==> src/rtl/xentry_pkg.sv <==
// Shared types for the L2 arbiter: memory operation encoding, arbiter states
// and master identifiers.
package xentry_pkg;

    typedef enum logic [1:0] {
        LOAD    = 2'b00,
        STORE   = 2'b01,
        CLFLUSH = 2'b10
    } memory_operation_e;

    typedef enum logic [1:0] {
        IDLE     = 2'b00,
        GRANT_IC = 2'b01,
        GRANT_DC = 2'b10
    } l2_arb_state_e;

    typedef enum logic {
        MASTER_IC = 1'b0,
        MASTER_DC = 1'b1
    } l2_arb_master_e;

endpackage

==> src/rtl/l2_arb_sat_counter.sv <==
// Saturating up-counter for per-master grant statistics.
// Present only when L2_ARB_PERF_COUNTERS_EN is defined.
`ifdef L2_ARB_PERF_COUNTERS_EN
module l2_arb_sat_counter #(
    parameter int WIDTH = 16
) (
    input  logic             clk,
    input  logic             reset,
    input  logic             inc,
    output logic [WIDTH-1:0] count
);

    always_ff @(posedge clk) begin
        if (reset) begin
            count <= '0;
        end else if (inc && (count != {WIDTH{1'b1}})) begin
            count <= count + {{(WIDTH-1){1'b0}}, 1'b1};
        end
    end

endmodule
`endif

==> src/rtl/l2_arbiter.sv <==
// Round-robin arbiter sharing one L2 request port between icache and dcache.
// Optional grant counters are enabled with L2_ARB_PERF_COUNTERS_EN.
//
// state    | meaning
// IDLE     | no owner; arbitrate between valid masters this cycle
// GRANT_IC | icache owns the L2 port until fulfilled or valid drops
// GRANT_DC | dcache owns the L2 port until fulfilled or valid drops
module l2_arbiter
    import xentry_pkg::*;
#(
    parameter int XLEN        = 32,
    parameter int COUNT_WIDTH = 16
) (
    input  logic              clk,
    input  logic              reset,
    input  logic [XLEN-1:0]   ic_req_address,
    input  memory_operation_e ic_req_type,
    input  logic              ic_req_valid,
    output logic [XLEN-1:0]   ic_fetched_word,
    output logic              ic_req_fulfilled,
    input  logic [XLEN-1:0]   dc_req_address,
    input  memory_operation_e dc_req_type,
    input  logic              dc_req_valid,
    input  logic [XLEN-1:0]   dc_word_to_store,
    output logic [XLEN-1:0]   dc_fetched_word,
    output logic              dc_req_fulfilled,
    output logic [XLEN-1:0]   l2_req_address,
    output memory_operation_e l2_req_type,
    output logic              l2_req_valid,
    output logic [XLEN-1:0]   l2_word_to_store,
    input  logic [XLEN-1:0]   l2_fetched_word,
    input  logic              l2_req_fulfilled
`ifdef L2_ARB_PERF_COUNTERS_EN
    ,
    output logic [COUNT_WIDTH-1:0] ic_grant_count,
    output logic [COUNT_WIDTH-1:0] dc_grant_count
`endif
);

    l2_arb_state_e  state, next_state;
    l2_arb_master_e last_grant, next_last_grant;

    always_ff @(posedge clk) begin
        if (reset) begin
            state      <= IDLE;
            last_grant <= MASTER_IC;
        end else begin
            state      <= next_state;
            last_grant <= next_last_grant;
        end
    end

    always_comb begin
        next_state       = state;
        next_last_grant  = last_grant;
        l2_req_address   = '0;
        l2_req_type      = LOAD;
        l2_req_valid     = 1'b0;
        l2_word_to_store = '0;
        ic_req_fulfilled = 1'b0;
        dc_req_fulfilled = 1'b0;

        unique case (state)
            IDLE: begin
                // On a tie the master that did not win last time goes next.
                if (ic_req_valid && dc_req_valid) begin
                    if (last_grant == MASTER_IC) begin
                        next_state      = GRANT_DC;
                        next_last_grant = MASTER_DC;
                    end else begin
                        next_state      = GRANT_IC;
                        next_last_grant = MASTER_IC;
                    end
                end else if (ic_req_valid) begin
                    next_state      = GRANT_IC;
                    next_last_grant = MASTER_IC;
                end else if (dc_req_valid) begin
                    next_state      = GRANT_DC;
                    next_last_grant = MASTER_DC;
                end
            end
            GRANT_IC: begin
                l2_req_address   = ic_req_address;
                l2_req_type      = ic_req_type;
                l2_req_valid     = ic_req_valid;
                ic_req_fulfilled = l2_req_fulfilled;
                if (l2_req_fulfilled || !ic_req_valid) begin
                    next_state = IDLE;
                end
            end
            GRANT_DC: begin
                l2_req_address   = dc_req_address;
                l2_req_type      = dc_req_type;
                l2_req_valid     = dc_req_valid;
                l2_word_to_store = dc_word_to_store;
                dc_req_fulfilled = l2_req_fulfilled;
                if (l2_req_fulfilled || !dc_req_valid) begin
                    next_state = IDLE;
                end
            end
            default: next_state = IDLE;
        endcase
    end

    assign ic_fetched_word = l2_fetched_word;
    assign dc_fetched_word = l2_fetched_word;

`ifdef L2_ARB_PERF_COUNTERS_EN
    logic ic_grant_start, dc_grant_start;

    assign ic_grant_start = (state == IDLE) && (next_state == GRANT_IC);
    assign dc_grant_start = (state == IDLE) && (next_state == GRANT_DC);

    l2_arb_sat_counter #(.WIDTH(COUNT_WIDTH)) u_ic_grant_count (
        .clk   (clk),
        .reset (reset),
        .inc   (ic_grant_start),
        .count (ic_grant_count)
    );

    l2_arb_sat_counter #(.WIDTH(COUNT_WIDTH)) u_dc_grant_count (
        .clk   (clk),
        .reset (reset),
        .inc   (dc_grant_start),
        .count (dc_grant_count)
    );
`endif

endmodule
==> config.mk <==
export PLATFORM = sky130hd
export DESIGN_NAME = l2_arbiter
export DESIGN_NICKNAME = d
export VERILOG_FILES = /design/src/rtl/xentry_pkg.sv /design/src/rtl/l2_arb_sat_counter.sv /design/src/rtl/l2_arbiter.sv
export SDC_FILE = /design/constraint.sdc
export NUM_CORES = 1
export LEC_CHECK = 0
export ABC_CLOCK_PERIOD_IN_PS = 1800
export CAP_MARGIN = 20
export CORE_AREA = 2 2 103 105
export CTS_CLUSTER_DIAMETER = 40
export DETAILED_ROUTE_END_ITERATION = 16
export DIE_AREA = 0 0 105 107
export HOLD_SLACK_MARGIN = 0.02
export PLACE_DENSITY = 0.62
export SLEW_MARGIN = 20
export SYNTH_ARGS = -nofsm -noshare
export SYNTH_HDL_FRONTEND = slang
export SYNTH_SLANG_ARGS = --single-unit
==> constraint.sdc <==
create_clock -name clk -period 1.8 [get_ports clk]
set_input_delay 0.45 -clock clk [delete_from_list [all_inputs] [get_ports clk]]
set_output_delay 0.45 -clock clk [all_outputs]
set_load 0.02 [all_outputs]
Word level (Yosys, flattened, before mapping)

Cells that the tools add are included.

Word-level logic and storage cells: 33
Register bits: 3

Equal/unequal tests: 5
Multiplexer cells: 17
Reduce and logical (&&, ||, !) cells: 9

Operators with widths:

| operator                                                               | count |
|---|---|
| 32-bit case mux with 2 select lines                                    | 1 |
| 32-bit two-way mux                                                     | 1 |
| 2-bit two-way mux                                                      | 6 |
| 1-bit two-way mux                                                      | 6 |
| 2-bit case mux with 3 select lines                                     | 1 |
| 2-bit != test (second input constant)                                  | 2 |
| 4-bit != test (second input constant)                                  | 1 |
| 2-bit case mux with 2 select lines                                     | 1 |
| 3-bit AND reduction                                                    | 1 |
| 3-bit nonzero test                                                     | 1 |
| 2-bit by 1-bit equality test with 1-bit output (second input constant) | 1 |
| 2-bit equality test (second input constant)                            | 1 |
| 1-bit logical NOT                                                      | 2 |
| 2-bit logical NOT                                                      | 1 |
| 1-bit logical OR                                                       | 2 |
| 1-bit case mux with 2 select lines                                     | 1 |
| 2-bit AND reduction                                                    | 1 |
| 1-bit logical AND                                                      | 1 |

Depth between registers and ports, before layout

Gate-level depths: netlist (run 1).

Depth in word-level cells: 4
Mapped depth: 6

Worst setup path before layout (run 1)

No wires, ideal clock.

Path kind: reg-to-output
Start point: register state[0]
End point: output l2_req_address[0]
Data required time: 1.350 ns
Arrival: 1.300 ns
Path slack: 0.050 ns
Stages on the path, launching flop included: 5
Cell sequence: dfxtp_1 inv_1 ha_1 clkbuf_1 nor2b_1

Cells in the longest elaborated chain, start to end: 2
Elaborated cells between the ends (all ways): 3

RTL lines:

| what                                                                                         | line             | text |
|---|---|---|
| start, declared                                                                              | l2_arbiter.sv:40 | `l2_arb_state_e state, next_state;` |
| start signal, assigned                                                                       | l2_arbiter.sv:48 | `state <= next_state;` |
| 2-bit equality test / 2-bit by 1-bit equality test with 1-bit output (equally long branches) | l2_arbiter.sv:63 | `unique case (state)` |
| 32-bit case mux with 2 select lines *                                                        | l2_arbiter.sv:63 |  |
| end, declared                                                                                | l2_arbiter.sv:27 | `output logic [XLEN-1:0] l2_req_address,` |

Every way passes the cells marked *; elsewhere a longest branch is shown, timed or not.

Worst setup path after layout (run 1)

Start point: register state[0]
End point: output l2_req_address[10]

The elaborated chain is that of the path after synthesis.

==> out/metrics.csv, run 1 <==
stage,metric,value,unit
die,dieArea,11200,sq um
timing,grt_setup_unrepaired,true,
clocking,tritoncts,yes,
timing,period_share,106,%
timing,min_period,1.90,ns
clocking,clock_latency,0.22,ns
die,initial_utilization,14.6,%
finish,num_antenna_cells,0,
clocking,h-tree-depth,1,
min_path,min_path_type,flip-flop to flip-flop,
power,ir_drop,0.000253,V
finish,drive_gt1_share,52.6,%
timing,finalHoldViolCount,0,
detailed_routing,firstDrtPassIters,4,
placement,dp_hpwl,5260,microns
detailed_routing,ant_nets,0,
timing,hold-worst-slack,0.470,ns
detailed_routing,wl,7040,microns
logic_synthesis,synth_top_area_cell,buf_4,
timing,skew,0.00166,ns
setup_path,cp.arrival,1.45,ns
finish,nNetsFinal,472,
logic_synthesis,synth_cells,205,
detailed_routing,drtIter0Drc,41,
power,seqPwrFrac,5.7,%
power,p_total,1440,uW
finish,syn2layout_area_growth,140,%
setup_path,worstPathRequired,1.35,ns
timing,finalMaxSlewViolations,0,
power,p_per_area,409,nW/um^2
global_routing,grt_pass1_wl,10300,microns
logic_synthesis,synth_nets,345,
detailed_routing,avgRoutedWirePerCell,15.1,microns
power,power_frac_clock,13.7,%
power,switching_share,35.2,%
power,p_comb_share,80.6,%
logic_synthesis,synth_area,1470,sq um
timing,fmax,0.525,GHz
logic_synthesis,ys_types,21,
power,leakage,0.00138,uW
die,core,10100,sq um
finish,final_core_util,34.9,%
placement,gp_congestion,0.719,
logic_synthesis,synth_edf_count,0,
placement,portBuffers,173,
die,die_h,107,microns
finish,nFillCells,1082,
timing,tightest_slew,0.228,ns
global_routing,grt_usage,11.3,%
power,power.switching,507,uW
detailed_routing,num_vias,1841,
status,violations,setup timing,
die,rows,37,
timing,relSlewSlack,84.8,%
status,outcome,"complete, but fails checks",
logic_synthesis,async_flop_share,0,%
clocking,clk_pin_slew,0.03,ns
placement,place_area,2980,sq um
placement,pre_cts_ws,-0.457,ns
setup_path,cp-end-kind,output port,
power,internal-power,932,uW
clocking,cts_buffers,3,
clocking,cts.path.max_buffers,2,
setup_path,startpoint_type,flip-flop,
setup_path,worstPathMaxFanout,8,
die,io_pins,270,
timing,report.final.setup_viol,54,
detailed_routing,routed_via_density,3.94,
logic_synthesis,synth_commonest_cells,"buf_4 (65), nor2b_1 (35), a22oi_1 (34), and2_1 (34), buf_2 (10)",
logic_synthesis,ys_seq_area_share,4.09,%
logic_synthesis,synth.top_cell.area_share,33.2,%
setup_path,critPathKind,flip-flop to output port,
logic_synthesis,ys_warn_count,0,
global_routing,grt_pass1_vias,1930,
logic_synthesis,ys_seq_elements,3,
logic_synthesis,synth_area_per_cell,7.17,sq um
logic_synthesis,synth.most_common_cell,buf_4,
clocking,cts_root_buffer,clkbuf_8,
die,die_width,105,microns
clocking,clock_sinks,3,
job,cap_violations,0,
global_routing,antenna_found_initial,0,
logic_synthesis,ys.flop_type,dfxtp_1,
timing,setup_slack,-0.105,ns
global_routing,grt-ovfl-total,0,
global_routing,grt_max_degree,22,
finish,fin_area,3520,sq um
logic_synthesis,yosys-top-cells-area,"buf_4 (33%), a22oi_1 (17%), nor2b_1 (15%)",
detailed_routing,drc,0,
registers in the layout, summed over array words and instances, names as in the netlist:
signal and flops:
state 2, last_grant 1
through the flow:
stage | cells | TNS (ns)
floorplan | 205 | 0
global placement | 451 | -23.97
finish | 467 | -3.73
global route | 467 | -7.33
detailed placement | 451 | -25.28
CTS | 463 | -3.43
power groups by stage:
stage / Sequential [uW] / Clock, uW / Combinational (uW)
detailed placement: 79.8 / 0 / 897
global route: 83.9 / 214 / 1230
CTS: 82.6 / 198 / 1070
global placement: 79.1 / 0 / 891
finish: 82.5 / 197 / 1160
floorplan: 78.3 / 0 / 581
repair_timing:
action                                  in CTS  in global routing
pin swaps                                   17                  2
hold buffers                                 0                  0
cloned                                       5                  2
gates resized for setup                    401                 66
buffers inserted                             3                  4
endpoints found under the setup margin      69                 68
cell type report:
class / count / area (sq um) / area share [%]
inverter: 3 / 16.3 / 0.462
clock buffer: 4 / 45.0 / 1.28
sequential: 3 / 67.6 / 1.92
multi-input combinational: 120 / 1110 / 31.7
timing repair buffer: 201 / 2110 / 59.8
tap: 136 / 170 / 4.83
layout by cell type, fill, tap and decap left out, types with 3 or more instances in the layout:
cell             instances
a22oi_2                 32
and2_1                   4
and2_4                  30
buf_12                  10
buf_2                    4
buf_4                   40
buf_6                   39
clkbuf_8                 3
clkdlybuf4s50_1        104
ha_4                     3
nand2_1                  3
nor2b_1                 33
worst paths after layout:
check / start / endpoint / slack, ns / cells past startpoint
setup / recovery: state[0] / l2_req_address[10] / -0.10 / 6
setup reg to reg: state[0] / state[1] / 0.29 / 7
hold / removal: last_grant / last_grant / 0.47 / 2
hold reg to reg: last_grant / last_grant / 0.47 / 2
metal layers:
layer	wire length, microns	vias up	global-route usage [%]
li1	-	873	-
met5	0	-	0
met2	3650	101	20.9
met1	2730	845	12.8
met4	132	0	3.33
met3	526	22	2.98
worst max-delay path: stages (launching register included):
cell and delay [ns]:
dfxtp_4 0.35, buf_4 0.14, ha_4 0.19, clkbuf_16 0.18, a22oi_2 0.17, nor2b_2 0.07, buf_6 0.13
kinds of logic (layout without fill, tap and decap cells):
family          after synthesis  in the layout  share of synthesized area, %
fa+ha+maj                     3              3                          2.56
flops                         3              3                          4.09
buf+inv                      82            208                          38.9
simple gates                 76             76                          31.4
compound gates               41             41                          23.0
Note: power is estimated with default switching activity, not from simulation.
==> run 2: changes to the inputs <==
CELL_PAD_IN_SITES_DETAIL_PLACEMENT = 1   (was not set)
CELL_PAD_IN_SITES_GLOBAL_PLACEMENT = 1   (was not set)
CORE_AREA = not set   (was 2 2 103 105)
CORE_ASPECT_RATIO = 1.1   (was not set)
CORE_MARGIN = 2   (was not set)
CORE_UTILIZATION = 11   (was not set)
CTS_CLUSTER_DIAMETER = 200   (was 40)
DIE_AREA = not set   (was 0 0 105 107)
PLACE_DENSITY = 0.81   (was 0.62)
SLEW_MARGIN = not set   (was 20)
==> run 2 against run 1 <==
  * The run still ends with setup timing left
  * Sequential power shrank 2%
  * Global-route usage shrank 0.53 points
  * Hold slack gained 0.0073 ns
  * Cell count grew 6.2%
  * Clock skew shrank 0.00080 ns
  * Non-clock buffer count grew 4
  * Final area grew 1.2%
  * Core utilization shrank 7.7 points
  * Power grew 13%
  * Sequential share of layout area shrank 0.093 points
  * Critical endpoint is now l2_req_address[27]
  * Largest cell class unchanged
==> out/metrics.csv, run 2 (synthesized netlist as in run 1, its figures left out) <==
stage,metric,value,unit
detailed_routing,routed_via_density,3.81,
timing,tightest_slew,0.232,ns
finish,nNetsFinal,476,
setup_path,crit_buf_inv,5,
setup_path,critPathKind,flip-flop to output port,
min_path,min_path_type,flip-flop to flip-flop,
timing,skew,0.000860,ns
finish,layout_commonest_cell,clkdlybuf4s50_1,
power,p_total,1620,uW
detailed_routing,firstDrtPassIters,3,
clocking,clk_pin_slew,0.03,ns
clocking,cts_root_buffer,clkbuf_16,
placement,dp_hpwl,6280,microns
setup_path,max_stage_delay,0.35,ns
power,p_per_area,456,nW/um^2
die,die_width,114,microns
die,dieArea,14300,sq um
placement,portBuffers,173,
die,rows,44,
global_routing,grt_pass1_vias,2105,
setup_path,cp-end-kind,output port,
status,outcome,"complete, but fails checks",
finish,drive_gt1_share,51.9,%
timing,grt_setup_unrepaired,true,
power,ir_drop,0.000514,V
finish,largestRegisters,"state: 2 flops, last_grant: 1 flops",
finish,num_antenna_cells,0,
finish,syn2layout_area_growth,143,%
global_routing,grt_usage,10.8,%
clocking,h-tree-depth,1,
timing,relSlewSlack,84.5,%
die,core,13100,sq um
setup_path,cp.arrival,1.54,ns
detailed_routing,drc,0,
finish,top_register,state,
timing,fmax,0.504,GHz
setup_path,crit_slowest_cell,dfxtp_4,
finish,most-common-layout-cells,"clkdlybuf4s50_1 (104), buf_4 (53), buf_6 (37), a22oi_2 (25), and2_1 (22)",
timing,finalMaxSlewViolations,0,
die,initial_utilization,11.2,%
power,leakage,0.00139,uW
detailed_routing,drtIter0Drc,28,
die,die_h,125,microns
detailed_routing,num_vias,1891,
timing,hold-worst-slack,0.477,ns
clocking,tritoncts,yes,
global_routing,antenna_found_initial,0,
job,cap_violations,0,
status,violations,setup timing,
clocking,clock_latency,0.22,ns
setup_path,path_delay_family,buffers and inverters,
timing,period_share,110,%
global_routing,grt-ovfl-total,0,
clocking,cts.path.max_buffers,2,
finish,final_core_util,27.2,%
setup_path,crit_chain,"inv_4, ha_4, buf_12, buf_8, buf_6, a22oi_2, nor2b_1, buf_4",
timing,setup_slack,-0.186,ns
die,io_pins,270,
placement,gp_congestion,0.799,
setup_path,startpoint_type,flip-flop,
clocking,cts_buffers,3,
finish,largest_reg_flops,2,
detailed_routing,wl,8670,microns
setup_path,worstPathRequired,1.35,ns
detailed_routing,avgRoutedWirePerCell,17.5,microns
timing,final.setup.tns,-7.89,ns
detailed_routing,ant_nets,0,
global_routing,grt_max_degree,23,
timing,finalHoldViolCount,0,
placement,pre_cts_ws,-0.494,ns
global_routing,grt_pass1_wl,12000,microns
clocking,hold_buffers,0,
clocking,clock_sinks,3,
timing,min_period,1.99,ns
timing,report.final.setup_viol,65,
setup_path,worstPathMaxFanout,6,
run 2: power by group:
part / leakage (uW) / internal (uW) / switching [uW] / total (uW)
clock: 0.0000382 / 292 / 57.8 / 350
combinational: 0.00133 / 699 / 493 / 1190
sequential: 0.0000258 / 74.5 / 6.64 / 81.1
total: 0.00139 / 1070 / 557 / 1620
run 2: final timing paths:
kind                   start                 end  slack (ns)  cells past startpoint
hold / removal    last_grant          last_grant        0.48                      2
hold reg to reg   last_grant          last_grant        0.48                      2
setup / recovery    state[0]  l2_req_address[27]       -0.19                      8
setup reg to reg    state[0]            state[0]        0.23                      8
run 2: timing repair:
item	in CTS	in global routing
pin swaps	8	1
setup endpoints to repair	69	69
setup buffers	10	2
cloned	3	2
gates resized for setup	398	68
run 2: per-stage QoR:
step / std cells / cell area [sq um]
3_3_place_gp: 476 / 3000
5_1_grt: 496 / 3560
3_5_place_dp: 476 / 3000
6_report: 496 / 3560
2_1_floorplan: 205 / 1470
4_1_cts: 493 / 3310
run 2: layer usage:
metal | vias to the layer above | track usage, % | wire, microns
met1 | 902 | 10.6 | 2870
met3 | 15 | 2.96 | 599
met5 | - | 0 | 0
met4 | 0 | 1.87 | 116
li1 | 884 | - | -
met2 | 90 | 22.1 | 5090
run 2: cell type report:
| cell class | instances | area (sq um) |
|---|---|---|
| timing repair buffer | 205 | 2060 |
| sequential | 3 | 65.1 |
| clock buffer | 4 | 78.8 |
| fill | 1516 | 9540 |
| inverter | 3 | 13.8 |
| multi-input combinational | 120 | 1140 |
| tap | 161 | 201 |
run 2: worst reg2reg max path: stages, from the launching register on:
cell     delay (ns)
dfxtp_4        0.35
inv_4          0.04
ha_4           0.19
buf_4          0.14
buf_4          0.15
a22oi_4        0.16
buf_4          0.15
nor2_1         0.05
o32ai_2        0.24
